<file path="config.mk">
export PLATFORM = sky130hd
export DESIGN_NAME = retro_bram_arbiter
export DESIGN_NICKNAME = d
export VERILOG_FILES = /design/src/rtl/retro_bram_arbiter.sv
export SDC_FILE = /design/constraint.sdc
export NUM_CORES = 1
export LEC_CHECK = 0
export CAP_MARGIN = 5
export CORE_AREA = 5 5 75 77
export DETAILED_ROUTE_END_ITERATION = 6
export DIE_AREA = 0 0 80 82
export GPL_TIMING_DRIVEN = 0
export PLACE_DENSITY = 0.76
export SLEW_MARGIN = 20
export SYNTH_ARGS = -nofsm -noshare
export SYNTH_HDL_FRONTEND = slang
export SYNTH_SLANG_ARGS = --single-unit
</file>
<file path="constraint.sdc">
create_clock -name Clk -period 2.7 [get_ports Clk]
set_input_delay 0.54 -clock Clk [delete_from_list [all_inputs] [get_ports Clk]]
set_output_delay 0.54 -clock Clk [all_outputs]
set_load 0.03 [all_outputs]
</file>
<file path="src/rtl/retro_bram_arbiter.sv">
`default_nettype none
// ============================================================================
// Module   : retro_bram_arbiter
// Purpose  : Two-initiator arbiter in front of a single-port, one-cycle BRAM.
//            Round-robin fairness with optional bounded burst locking. The
//            request path to the BRAM is purely combinational, so the BRAM's
//            one-cycle latency is preserved. Registered read data is steered
//            back to the port that issued the read, with a DataReady pulse.
// Ports    : Clk, nReset          clock, async active-low reset
//            Access/Lock[1:0]     per-port request / burst-lock request
//            Write0/1, Address0/1, Din0/1   per-port request payload
//            Ready[1:0]           grant (request accepted when Access&Ready)
//            DataReady[1:0]       one-cycle read-data-valid pulse
//            Dout0/1              per-port read data, held between pulses
//            Tgt*                 BRAM-side access, write, address, data
// Revision : 1.0 - initial release
// ============================================================================
module retro_bram_arbiter #(
    parameter int ADDRESS_BUS_WIDTH = 12,
    parameter int DATA_BUS_WIDTH    = 1,
    parameter int MAX_LOCK_CYCLES   = 16
) (
    input  logic                          Clk,
    input  logic                          nReset,
    input  logic [1:0]                    Access,
    input  logic [1:0]                    Lock,
    input  logic [DATA_BUS_WIDTH-1:0]     Write0,
    input  logic [DATA_BUS_WIDTH-1:0]     Write1,
    input  logic [ADDRESS_BUS_WIDTH-1:0]  Address0,
    input  logic [ADDRESS_BUS_WIDTH-1:0]  Address1,
    input  logic [8*DATA_BUS_WIDTH-1:0]   Din0,
    input  logic [8*DATA_BUS_WIDTH-1:0]   Din1,
    output logic [1:0]                    Ready,
    output logic [1:0]                    DataReady,
    output logic [8*DATA_BUS_WIDTH-1:0]   Dout0,
    output logic [8*DATA_BUS_WIDTH-1:0]   Dout1,
    output logic                          TgtAccess,
    output logic [DATA_BUS_WIDTH-1:0]     TgtWrite,
    output logic [ADDRESS_BUS_WIDTH-1:0]  TgtAddress,
    output logic [8*DATA_BUS_WIDTH-1:0]   TgtDin,
    input  logic [8*DATA_BUS_WIDTH-1:0]   TgtDout
);

    localparam int         c_DW       = 8 * DATA_BUS_WIDTH;
    localparam logic [7:0] c_MAX_LOCK = 8'(MAX_LOCK_CYCLES);

    // Registered state
    logic             r_last_grant_q, w_last_grant_d;
    logic             r_lock_valid_q, w_lock_valid_d;
    logic             r_lock_owner_q, w_lock_owner_d;
    logic [7:0]       r_lock_count_q, w_lock_count_d;
    logic             r_pend_valid_q, w_pend_valid_d;
    logic             r_pend_port_q,  w_pend_port_d;
    logic [c_DW-1:0]  r_dout0_q,      w_dout0_d;
    logic [c_DW-1:0]  r_dout1_q,      w_dout1_d;

    // Combinational grant signals
    logic [1:0]                   w_grant;
    logic                         w_grant_any;
    logic                         w_grant_port;
    logic                         w_other_req;
    logic [DATA_BUS_WIDTH-1:0]    w_sel_write;

    // ------------------------------------------------------------------
    // Grant selection
    // ------------------------------------------------------------------
    always_comb begin
        w_grant = 2'b00;
        case (Access)
            2'b01: w_grant = 2'b01;
            2'b10: w_grant = 2'b10;
            2'b11: begin
                if (r_lock_valid_q && (r_lock_count_q < c_MAX_LOCK)) begin
                    w_grant = r_lock_owner_q ? 2'b10 : 2'b01;
                end else begin
                    w_grant = r_last_grant_q ? 2'b01 : 2'b10;
                end
            end
            default: w_grant = 2'b00;
        endcase
        // No grant may escape while reset is held, even though the
        // request path is purely combinational.
        if (!nReset) begin
            w_grant = 2'b00;
        end
    end

    assign w_grant_any  = |w_grant;
    assign w_grant_port = w_grant[1];
    assign w_other_req  = w_grant_port ? Access[0] : Access[1];
    assign w_sel_write  = w_grant_port ? Write1 : Write0;

    // ------------------------------------------------------------------
    // Target mux
    // ------------------------------------------------------------------
    assign Ready      = w_grant;
    assign TgtAccess  = w_grant_any;
    assign TgtWrite   = w_grant_any ? w_sel_write : '0;
    assign TgtAddress = w_grant_any ? (w_grant_port ? Address1 : Address0) : '0;
    assign TgtDin     = w_grant_any ? (w_grant_port ? Din1 : Din0) : '0;

    // ------------------------------------------------------------------
    // Next-state: round-robin, lock tracking, pending read, data capture
    // ------------------------------------------------------------------
    always_comb begin
        w_last_grant_d = r_last_grant_q;
        w_lock_valid_d = r_lock_valid_q;
        w_lock_owner_d = r_lock_owner_q;
        w_lock_count_d = r_lock_count_q;
        w_pend_valid_d = 1'b0;
        w_pend_port_d  = r_pend_port_q;
        w_dout0_d      = r_dout0_q;
        w_dout1_d      = r_dout1_q;

        // Owner dropping its request ends the burst.
        if (r_lock_valid_q && !Access[r_lock_owner_q]) begin
            w_lock_valid_d = 1'b0;
            w_lock_count_d = 8'd0;
        end

        if (w_grant_any) begin
            w_last_grant_d = w_grant_port;
            w_pend_valid_d = (w_sel_write == '0);
            w_pend_port_d  = w_grant_port;

            if (Lock[w_grant_port]) begin
                w_lock_valid_d = 1'b1;
                w_lock_owner_d = w_grant_port;
                if (!w_other_req) begin
                    // Count only contended grants.
                    w_lock_count_d = 8'd0;
                end else if (r_lock_valid_q && (r_lock_owner_q == w_grant_port)) begin
                    w_lock_count_d = (r_lock_count_q == c_MAX_LOCK) ?
                                     c_MAX_LOCK : r_lock_count_q + 8'd1;
                end else begin
                    w_lock_count_d = 8'd1;
                end
            end else begin
                // A non-locking grant, including the one handed to the
                // other port at saturation, releases any existing lock.
                w_lock_valid_d = 1'b0;
                w_lock_count_d = 8'd0;
            end
        end

        if (DataReady[0]) begin
            w_dout0_d = TgtDout;
        end
        if (DataReady[1]) begin
            w_dout1_d = TgtDout;
        end
    end

    // ------------------------------------------------------------------
    // Read return: pulse and bypass in the cycle after a read grant
    // ------------------------------------------------------------------
    assign DataReady[0] = r_pend_valid_q && !r_pend_port_q;
    assign DataReady[1] = r_pend_valid_q &&  r_pend_port_q;
    assign Dout0        = DataReady[0] ? TgtDout : r_dout0_q;
    assign Dout1        = DataReady[1] ? TgtDout : r_dout1_q;

    always_ff @(posedge Clk or negedge nReset) begin
        if (!nReset) begin
            r_last_grant_q <= 1'b1;
            r_lock_valid_q <= 1'b0;
            r_lock_owner_q <= 1'b0;
            r_lock_count_q <= 8'd0;
            r_pend_valid_q <= 1'b0;
            r_pend_port_q  <= 1'b0;
            r_dout0_q      <= '0;
            r_dout1_q      <= '0;
        end else begin
            r_last_grant_q <= w_last_grant_d;
            r_lock_valid_q <= w_lock_valid_d;
            r_lock_owner_q <= w_lock_owner_d;
            r_lock_count_q <= w_lock_count_d;
            r_pend_valid_q <= w_pend_valid_d;
            r_pend_port_q  <= w_pend_port_d;
            r_dout0_q      <= w_dout0_d;
            r_dout1_q      <= w_dout1_d;
        end
    end

endmodule
`default_nettype wire
</file>
# --- Word level (Yosys, flattened, before mapping) ---
# Index checks and enable logic that the tools add are counted.
word_totals:
  regBits: 29
  output_inout_bits: 42
  word_cells: 56
op_classes:
  n_addsub: 1
  magnitude_cmp: 3
  n_eq_ne: 5
  mux: 28
  n_bitwise: 1
  n_reduce_logical: 10
op_table:
  columns: ["cell", "count"]
  rows:
  - ["$mux W8", 10]
  - ["$mux W12", 2]
  - ["$mux W1", 11]
  - ["$add A8 B1 Y8 const B", 1]
  - ["$eq A8 B5 Y1 const B", 1]
  - ["$lt A8 B5 Y1 const B", 1]
  - ["$mux W2", 4]
  - ["$pmux W2 S3", 1]
  - ["$logic_and A1 B1 Y1", 5]
  - ["$eq A2 B2 Y1 const B", 2]
  - ["$lt A1 B2 Y1 const B", 2]
  - ["$eq A2 B1 Y1 const B", 1]
  - ["$logic_not A1 Y1", 2]
  - ["$reduce_and A2 Y1", 1]
  - ["$reduce_bool A2 Y1", 1]
  - ["$reduce_or A2 Y1", 1]
  - ["$eq A1 B1 Y1", 1]
  - ["$not A1 Y1", 1]

# --- Depth between registers and ports, before layout ---
# Gate-level depths: netlist of run 1.
depth:
  depth_word: 11
  depth_mapped: 8

# --- Least setup slack after synthesis of run 1 ---
# Ideal clock, no wire load.
synth_path:
  path_type: "register to output"
  startpoint: "reg r_lock_count_q[6]"
  endpoint: "out TgtWrite"
  arrival_ns: 2.324
  setup_slack_ns: -0.164
  stages_incl_launch_ff: 6
  cell_sequence: "dfrtp_1 or3_4 or3_1 a21oi_1 mux2i_1 nor2_1"
synth_between:
  elab_chain_len: 7
  elab_cells_between_ends: 8
synth_lines:
  columns: ["element", "line", "source"]
  rows:
  - ["start, declared", "51", "logic [7:0] r_lock_count_q, w_lock_count_d;"]
  - ["start signal, assigned", "176", "r_lock_count_q <= w_lock_count_d;"]
  - ["$lt A8 B5 Y1 *", "73", "if (r_lock_valid_q && (r_lock_count_q < c_MAX_LOCK)) begin"]
  - ["$logic_and A1 B1 Y1 *", "73", null]
  - ["$mux W2 *", "73", null]
  - ["$pmux W2 S3 *", "69", "case (Access)"]
  - ["$mux W2 *", "83", "if (!nReset) begin"]
  - ["net Ready[1]", "33", "output logic [1:0] Ready,"]
  - ["$mux W1 or $reduce_or A2 Y1 (tied branches)", "91, 88", null]
  - ["$mux W1 *", "98", "assign TgtWrite = w_grant_any ? w_sel_write : '0;"]
  - ["end, declared", "38", "output logic [DATA_BUS_WIDTH-1:0] TgtWrite,"]
# Mark *: on every way through the listed nets, which the timed path passes. The rest lies on a longest branch.

# --- Worst setup path after layout of run 1 ---
layout_path:
  startpoint: "reg r_lock_count_q[6]"
  endpoint: "out TgtDin[3]"
layout_between:
  elab_chain_len: 7
  elab_cells_between_ends: 8
layout_lines:
  columns: ["element", "line", "source"]
  rows:
  - ["$lt A8 B5 Y1 *", "73", null]
  - ["$logic_and A1 B1 Y1 *", "73", null]
  - ["$mux W2 *", "73", null]
  - ["$pmux W2 S3 *", "69", null]
  - ["$mux W2 *", "83", null]
  - ["$mux W8 or $reduce_or A2 Y1 (tied branches)", "100, 88", null]
  - ["$mux W8 *", "100", "assign TgtDin = w_grant_any ? (w_grant_port ? Din1 : Din0) : '0;"]
  - ["end, declared", "40", "output logic [8*DATA_BUS_WIDTH-1:0] TgtDin,"]
# Mark *: on every way between the ends. The rest lies on a longest branch, timed or not.

==> flow_summary_export.csv, run 1 <==
group,metric,value,unit
outcome,outcome,"finished, violations left",
outcome,violations,"setup timing",
die,core_area,4940,um2
detailed_routing,drt_iter0_markers,89,
timing,finClkSkew,0.00493,ns
setup_path,path_max_fanout,5,
worst_hold_path,hp-class,"in2async",
logic_synthesis,postSynthNetCount,240,
pwr,vdd_drop_max,0.000316,V
pwr,p_comb_frac,0.451,
setup_path,cpMostUsedCell,"or3_4",
pwr,power.leakage,1.36,nW
finish,n_antenna_cell,0,
setup_path,worstPathRequired,2.16,ns
die,die_h,82,um
finish,stdcell_count,364,
finish,nets,351,
logic_synthesis,ys_seq_elements,29,
clock_network,clkTransAtPathRegs,0.06,ns
grt,antenna_found_initial,0,
detailed_routing,drc,0,
logic_synthesis,netlist_area,1810,um2
grt,overflow,0,
pwr,seqPwrFrac,0.286,
timing,fin_crit_sh,1.02,
grt,grt_pass1_vias,1628,
timing,period_minus_slack,2.76,ns
run,maxCapViolCount,0,
detailed_routing,vias,1664,
logic_synthesis,netlist_instances,182,
detailed_routing,dr.pass1.iters,4,
clock_network,cts.sinks,29,
die,die_w,80,um
setup_path,arrival,2.22,ns
timing,maxSlewViolCount,0,
timing,grt_setup_unrepaired,"true",
place,place_inst,349,
detailed_routing,vias_per_cell,4.57,
die,io_pins,98,
clock_network,numCtsBuffers,5,
setup_path,worstSetupEndpointType,"primary output",
pwr,finalPower,2.00,mW
finish,fin_util,0.624,
pwr,power_density,647,nW/um2
timing,max_freq,363,MHz
timing,maxSlewHeadroom,0.652,
detailed_routing,final_antenna_net_count,0,
die,dieArea,6560,um2
logic_synthesis,ys_seq_area_frac,0.403,
die,initial_core_util,0.365,
timing,finalHoldViolCount,0,
setup_path,slowest_stage,"or3_4",
pwr,power.internal,1.33,mW
pwr,p_sw_frac,0.334,
grt,track_usage,0.164,
place,dp_hpwl,3980,um
logic_synthesis,yosysUniqueCellTypes,42,
detailed_routing,wirelength,5160,um
grt,grt_start_max_net_pins,37,
setup_path,critPathKind,"reg2out",
timing,finalWorstSetupSlack,-0.0552,ns
timing,finalSetupViolCount,4,
grt,grt_pass1_wl,8340,um
finish,drive_above_1_share,0.269,
finish,area_growth,70.8,%
detailed_routing,wire_per_inst,14.2,um
logic_synthesis,yosys_warnings,0,
clock_network,cts_tree,"yes",
setup_path,path_cells,"or3_4, or3_4, o211a_4, buf_8, mux2i_2, nor2_1, buf_4",
die,row_count,26,
pwr,power.switching,0.667,mW
place,gp_congestion,0.832,
clock_network,cts-htree-levels,2,
place,portBuffers,96,
timing,tightest_slew,0.520,ns
pwr,pwr-share-clk,0.263,
clock_network,cts_buffer_depth,2,
logic_synthesis,avgSynthCellArea,9.92,um2
clock_network,insertion_delay,0.27,ns
clock_network,root_buffer,"clkbuf_8",
setup_path,critPathMaxStageDelay,0.43,ns
setup_path,start_kind,"flip-flop",
==> power groups by stage <==
stage	clock network, mW	registers, mW	logic [mW]
floorplan	0	0.568	0.513
CTS	0.539	0.570	0.893
finish	0.525	0.570	0.900
global route	0.563	0.580	0.955
detailed placement	0	0.579	0.870
global placement	0	0.574	0.859
==> Yosys cell counts <==
| cell | number | area, um2 |
|---|---|---|
| o2111a_1 | 1 | 11.3 |
| nor2_1 | 32 | 120 |
| buf_2 | 2 | 10.0 |
| dfrtp_1 | 28 | 701 |
| a21o_1 | 4 | 30.0 |
| a31oi_2 | 1 | 12.5 |
| o21ai_0 | 1 | 5.00 |
| nor2b_1 | 1 | 6.26 |
| o21ba_1 | 1 | 10.0 |
| bufbuf_16 | 1 | 32.5 |
| a21oi_2 | 1 | 8.76 |
| nand4_1 | 1 | 6.26 |
| nor3_1 | 3 | 15.0 |
| nand2_1 | 11 | 41.3 |
| o21bai_1 | 1 | 7.51 |
| inv_1 | 9 | 33.8 |
| and2_2 | 1 | 7.51 |
| buf_6 | 1 | 11.3 |
| ha_1 | 2 | 25.0 |
| a211oi_1 | 1 | 7.51 |
| clkbuf_1 | 3 | 11.3 |
| o21ai_1 | 2 | 10.0 |
| nor4bb_1 | 2 | 20.0 |
| mux2i_1 | 22 | 220 |
| o211a_1 | 1 | 10.0 |
| mux2_2 | 16 | 180 |
| nor4_1 | 1 | 6.26 |
| nand3_1 | 6 | 30.0 |
| or3_4 | 1 | 11.3 |
| o31ai_1 | 1 | 7.51 |
| and4_1 | 1 | 8.76 |
| or2_2 | 2 | 12.5 |
| and2_1 | 3 | 18.8 |
| a21oi_1 | 3 | 15.0 |
| dfstp_2 | 1 | 26.3 |
| a221o_1 | 1 | 10.0 |
| a22o_1 | 5 | 43.8 |
| or3_1 | 3 | 18.8 |
| or2b_2 | 2 | 17.5 |
| o22ai_1 | 1 | 6.26 |
| nand4b_1 | 1 | 8.76 |
| clkdlybuf4s15_1 | 1 | 10.0 |
==> repair_timing <==
action	in CTS	in global routing
gates resized for setup	145	10
buffers inserted	6	0
endpoints found under the setup margin	31	21
pin swaps	4	3
hold buffers	0	0
endpoints found under the hold margin	0	0
gates cloned	1	0
==> final timing paths <==
kind / slack, ns / cells past startpoint / from / end
max: -0.06 / 7 / r_lock_count_q[6]$_DFFE_PN0P_ / TgtDin[3]
min: 0.05 / 1 / nReset / r_dout1_q[2]$_DFF_PN0_
max reg2reg: 0.57 / 7 / r_lock_count_q[6]$_DFFE_PN0P_ / r_lock_count_q[7]$_DFFE_PN0P_
min reg2reg: 0.50 / 1 / r_dout1_q[6]$_DFF_PN0_ / r_dout1_q[6]$_DFF_PN0_
max in group asynchronous: 2.22 / 2 / nReset / r_last_grant_q$_DFFE_PN1P_
min in group Clk: 0.50 / 1 / r_dout1_q[6]$_DFF_PN0_ / r_dout1_q[6]$_DFF_PN0_
==> flip-flops by register name (all words and copies together), names as in the netlist <==
| register | flops |
|---|---|
| r_dout0_q | 8 |
| r_dout1_q | 8 |
| r_lock_count_q | 8 |
| r_last_grant_q | 1 |
| r_lock_owner_q | 1 |
| r_lock_valid_q | 1 |
| r_pend_port_q | 1 |
| r_pend_valid_q | 1 |
==> worst max-delay path, delay by kind of cell, from the launching register on <==
kind                   cells  cell delay, ns
AND/OR/NAND/NOR            3            0.85
buffers and inverters      2            0.33
multiplexers               1            0.19
AO/OA/AOI/OAI              1            0.18
flip-flops                 1            0.39
==> area by class of cell <==
class,instances,area (um2)
Multi-Input combinational cell,136,1030
Fill cell,451,1860
Buffer,8,91.3
Inverter,9,33.8
Clock inverter,3,65.1
Tap cell,70,87.6
Timing Repair Buffer,104,985
Sequential cell,29,727
Clock buffer,5,68.8
==> logic make-up (layout without fill, tap and decap cells) <==
logic type,after synthesis,count (layout),share of synthesized area
flip-flops,29,29,0.403
multiplexers,38,38,0.222
adder cells (fa/ha/maj),2,2,0.0139
AND/OR/NAND/NOR,71,71,0.193
buffers and inverters,17,129,0.0603
AO/OA/AOI/OAI,25,25,0.108
==> per-layer routing <==
layer  global-route usage  part of all wire  vias to the layer above
met3               0.0351             0.046                        4
met5                    0                 0                        -
met1                0.211              0.43                      770
met2                0.283              0.52                       30
li1                     -                 -                      860
met4               0.0355            0.0046                        0
==> per-stage QoR <==
stage	instance area, um2	TNS, ns	worst slack, ns	hold slack (ns)
after floorplan	1810	0	0.0463	0.244
after global placement	2860	-41.60	-1.47	0.478
after detailed placement	2870	-18.25	-0.869	0.341
after CTS	3040	-0.167	-0.0409	0.0423
after global routing	3080	-1.47	-0.108	0.0387
final	3080	-0.138	-0.0552	0.0532
==> placed cells by master, fill, tap and decap left out, types with 3 or more instances in the layout <==
cell type and instances:
inv_1 9, a22o_1 5, or3_4 3, a21o_1 4, mux2_2 16, buf_6 3
dfrtp_1 28, nor2_1 31, clkdlybuf4s50_1 71, and2_1 3, clkbuf_8 5, nand3_1 6
buf_4 26, mux2i_1 19, nor3_1 3, nand2_1 11
(Power assumes the default switching activity.)
==> run 2: changes to the inputs <==
Settings changed: PLACE_DENSITY 0.76 to 0.78, REMOVE_ABC_BUFFERS set to 1.
==> run 2 against run 1 <==
- the flow still finishes with violations (setup timing)
- combinational power about the same
- setup slack improved by 0.032 ns
- first-iteration DRC count decreased by 36%
- total power decreased by 6.8%
- final cell count decreased by 1.4%
- clock power decreased by 26%
- sequential power increased by 0.7%
- critical endpoint is now TgtDin[5]
==> flow_summary_export.csv, run 2 (same netlist as run 1, synthesis figures left out) <==
group,metric,value,unit
run,maxCapViolCount,0,
outcome,outcome,"finished, violations left",
finish,fin_util,0.607,
detailed_routing,final_antenna_net_count,0,
detailed_routing,vias,1730,
outcome,violations,"setup timing",
timing,whs,0.116,ns
grt,grt_pass1_vias,1740,
timing,finalHoldViolCount,0,
timing,max_freq,367,MHz
pwr,vdd_drop_max,0.000264,V
timing,fin_crit_sh,1.01,
die,initial_core_util,0.365,
clock_network,cts_tree,"yes",
finish,final_cell_mix,"70 x clkdlybuf4s50_1, 31 x nor2_1, 28 x dfrtp_1, 27 x buf_4, 22 x mux2i_1",
die,row_count,26,
clock_network,root_buffer,"clkbuf_8",
die,core_area,4940,um2
timing,grt_setup_unrepaired,"true",
place,pre_cts_slack,-1.15,ns
detailed_routing,vias_per_cell,4.82,
grt,grt_start_max_net_pins,29,
place,placed_area,2820,um2
finish,design_area,3000,um2
die,die_h,82,um
detailed_routing,wire_per_inst,15.7,um
timing,finalWorstSetupSlack,-0.0234,ns
clock_network,insertion_delay,0.28,ns
setup_path,worstPathRequired,2.16,ns
clock_network,numCtsBuffers,5,
place,portBuffers,97,
finish,drive_above_1_share,0.260,
detailed_routing,drt_iter0_markers,57,
pwr,finalPower,1.86,mW
setup_path,r2r_start,"r_lock_count_q[7]$_DFFE_PN0P_",
setup_path,path_max_fanout,6,
finish,area_growth,66.1,%
clock_network,cts_buffer_depth,2,
detailed_routing,dr.pass1.iters,4,
grt,grt_pass1_wl,8760,um
die,dieArea,6560,um2
clock_network,clkTransAtPathRegs,0.06,ns
timing,finClkSkew,0.00874,ns
grt,antenna_found_initial,0,
place,gp_congestion,0.729,
setup_path,arrival,2.18,ns
setup_path,ff2ff_path_depth,6,
timing,maxSlewHeadroom,0.624,
setup_path,ff2ff_setup_slack,0.43,ns
detailed_routing,drc,0,
detailed_routing,wirelength,5630,um
die,io_pins,98,
pwr,power.leakage,1.32,nW
clock_network,cts.sinks,29,
timing,tightest_slew,0.564,ns
place,dp_hpwl,4170,um
timing,maxSlewViolCount,0,
grt,overflow,0,
finish,final_common_cell,"clkdlybuf4s50_1",
die,die_w,80,um
pwr,power_density,620,nW/um2
setup_path,worstSetupEndpointType,"primary output",
timing,finalSetupViolCount,3,
clock_network,cts_hold_buf,0,
grt,track_usage,0.174,
timing,period_minus_slack,2.72,ns
setup_path,critPathKind,"reg2out",
worst_hold_path,hp-class,"in2async",
clock_network,cts-htree-levels,2,
setup_path,start_kind,"flip-flop",
setup_path,r2r-end,"r_lock_count_q[6]$_DFFE_PN0P_",
finish,n_antenna_cell,0,
finish,nets,346,
finish,reg.largest.list,"r_dout0_q x8, r_dout1_q x8, r_lock_count_q x8",
-- run 2: final cells by class --
| class | instances | area, um2 |
|---|---|---|
| clock buffers | 7 | 96.3 |
| clock inverters | 1 | 5.00 |
| fillers | 436 | 1950 |
| inverters | 9 | 33.8 |
| multi-input cells | 139 | 1080 |
| flip-flops and latches | 29 | 727 |
| well taps | 70 | 87.6 |
| repair buffers | 104 | 972 |
-- run 2: metrics by stage --
step                      setup TNS, ns  cells
final                           -0.0323    359
after CTS                       -0.0182    355
after detailed placement         -25.00    343
after floorplan                   -2.11    174
after global routing              -1.35    359
after global placement           -62.35    341
-- run 2: timing repair --
item / 4_1_cts / 5_1_grt
buffers inserted: 2 / 3
gates cloned: 2 / 1
gates resized for setup: 145 / 12
pin swaps: 1 / 0
endpoints found under the setup margin: 33 / 30
hold endpoints to repair: 0 / 0
-- run 2: per-layer routing --
| metal | track usage | share of wire | up-vias | routed length, um |
|---|---|---|---|---|
| met5 | 0 | 0 | - | 0 |
| met4 | 0.0574 | 0.016 | 0 | 92 |
| met3 | 0.0274 | 0.041 | 10 | 230 |
| met2 | 0.316 | 0.53 | 46 | 3010 |
| met1 | 0.208 | 0.41 | 816 | 2300 |
| li1 | - | - | 858 | - |
-- run 2: how the worst max path moves through the flow --
stage | startpoint | endpoint | slack, ns
6_report | r_lock_count_q[7]$_DFFE_PN0P_ | TgtDin[5] | -0.02
5_1_grt | r_lock_count_q[6]$_DFFE_PN0P_ | TgtAddress[5] | -0.1
4_1_cts | r_lock_count_q[6]$_DFFE_PN0P_ | TgtDin[1] | -0.02
3_5_place_dp | Access[1] | TgtDin[5] | -1.15
3_3_place_gp | nReset | TgtAccess | -2.10
2_1_floorplan | r_lock_count_q[6]$_DFFE_PN0P_ | TgtWrite | -0.16
-- run 2: report_power, final --
group	internal, mW	switching [mW]	leakage [nW]
clock	0.230	0.158	0.0542
sequential	0.536	0.0381	0.358
combinational	0.416	0.483	0.912
total	1.18	0.679	1.32
-- run 2: worst max-delay path, stage by stage (launching register included) --
cell	delay [ns]
dfrtp_1	0.43
or3_4	0.44
or3_4	0.40
o211a_4	0.21
mux2i_1	0.13
nor2_1	0.11
buf_4	0.18
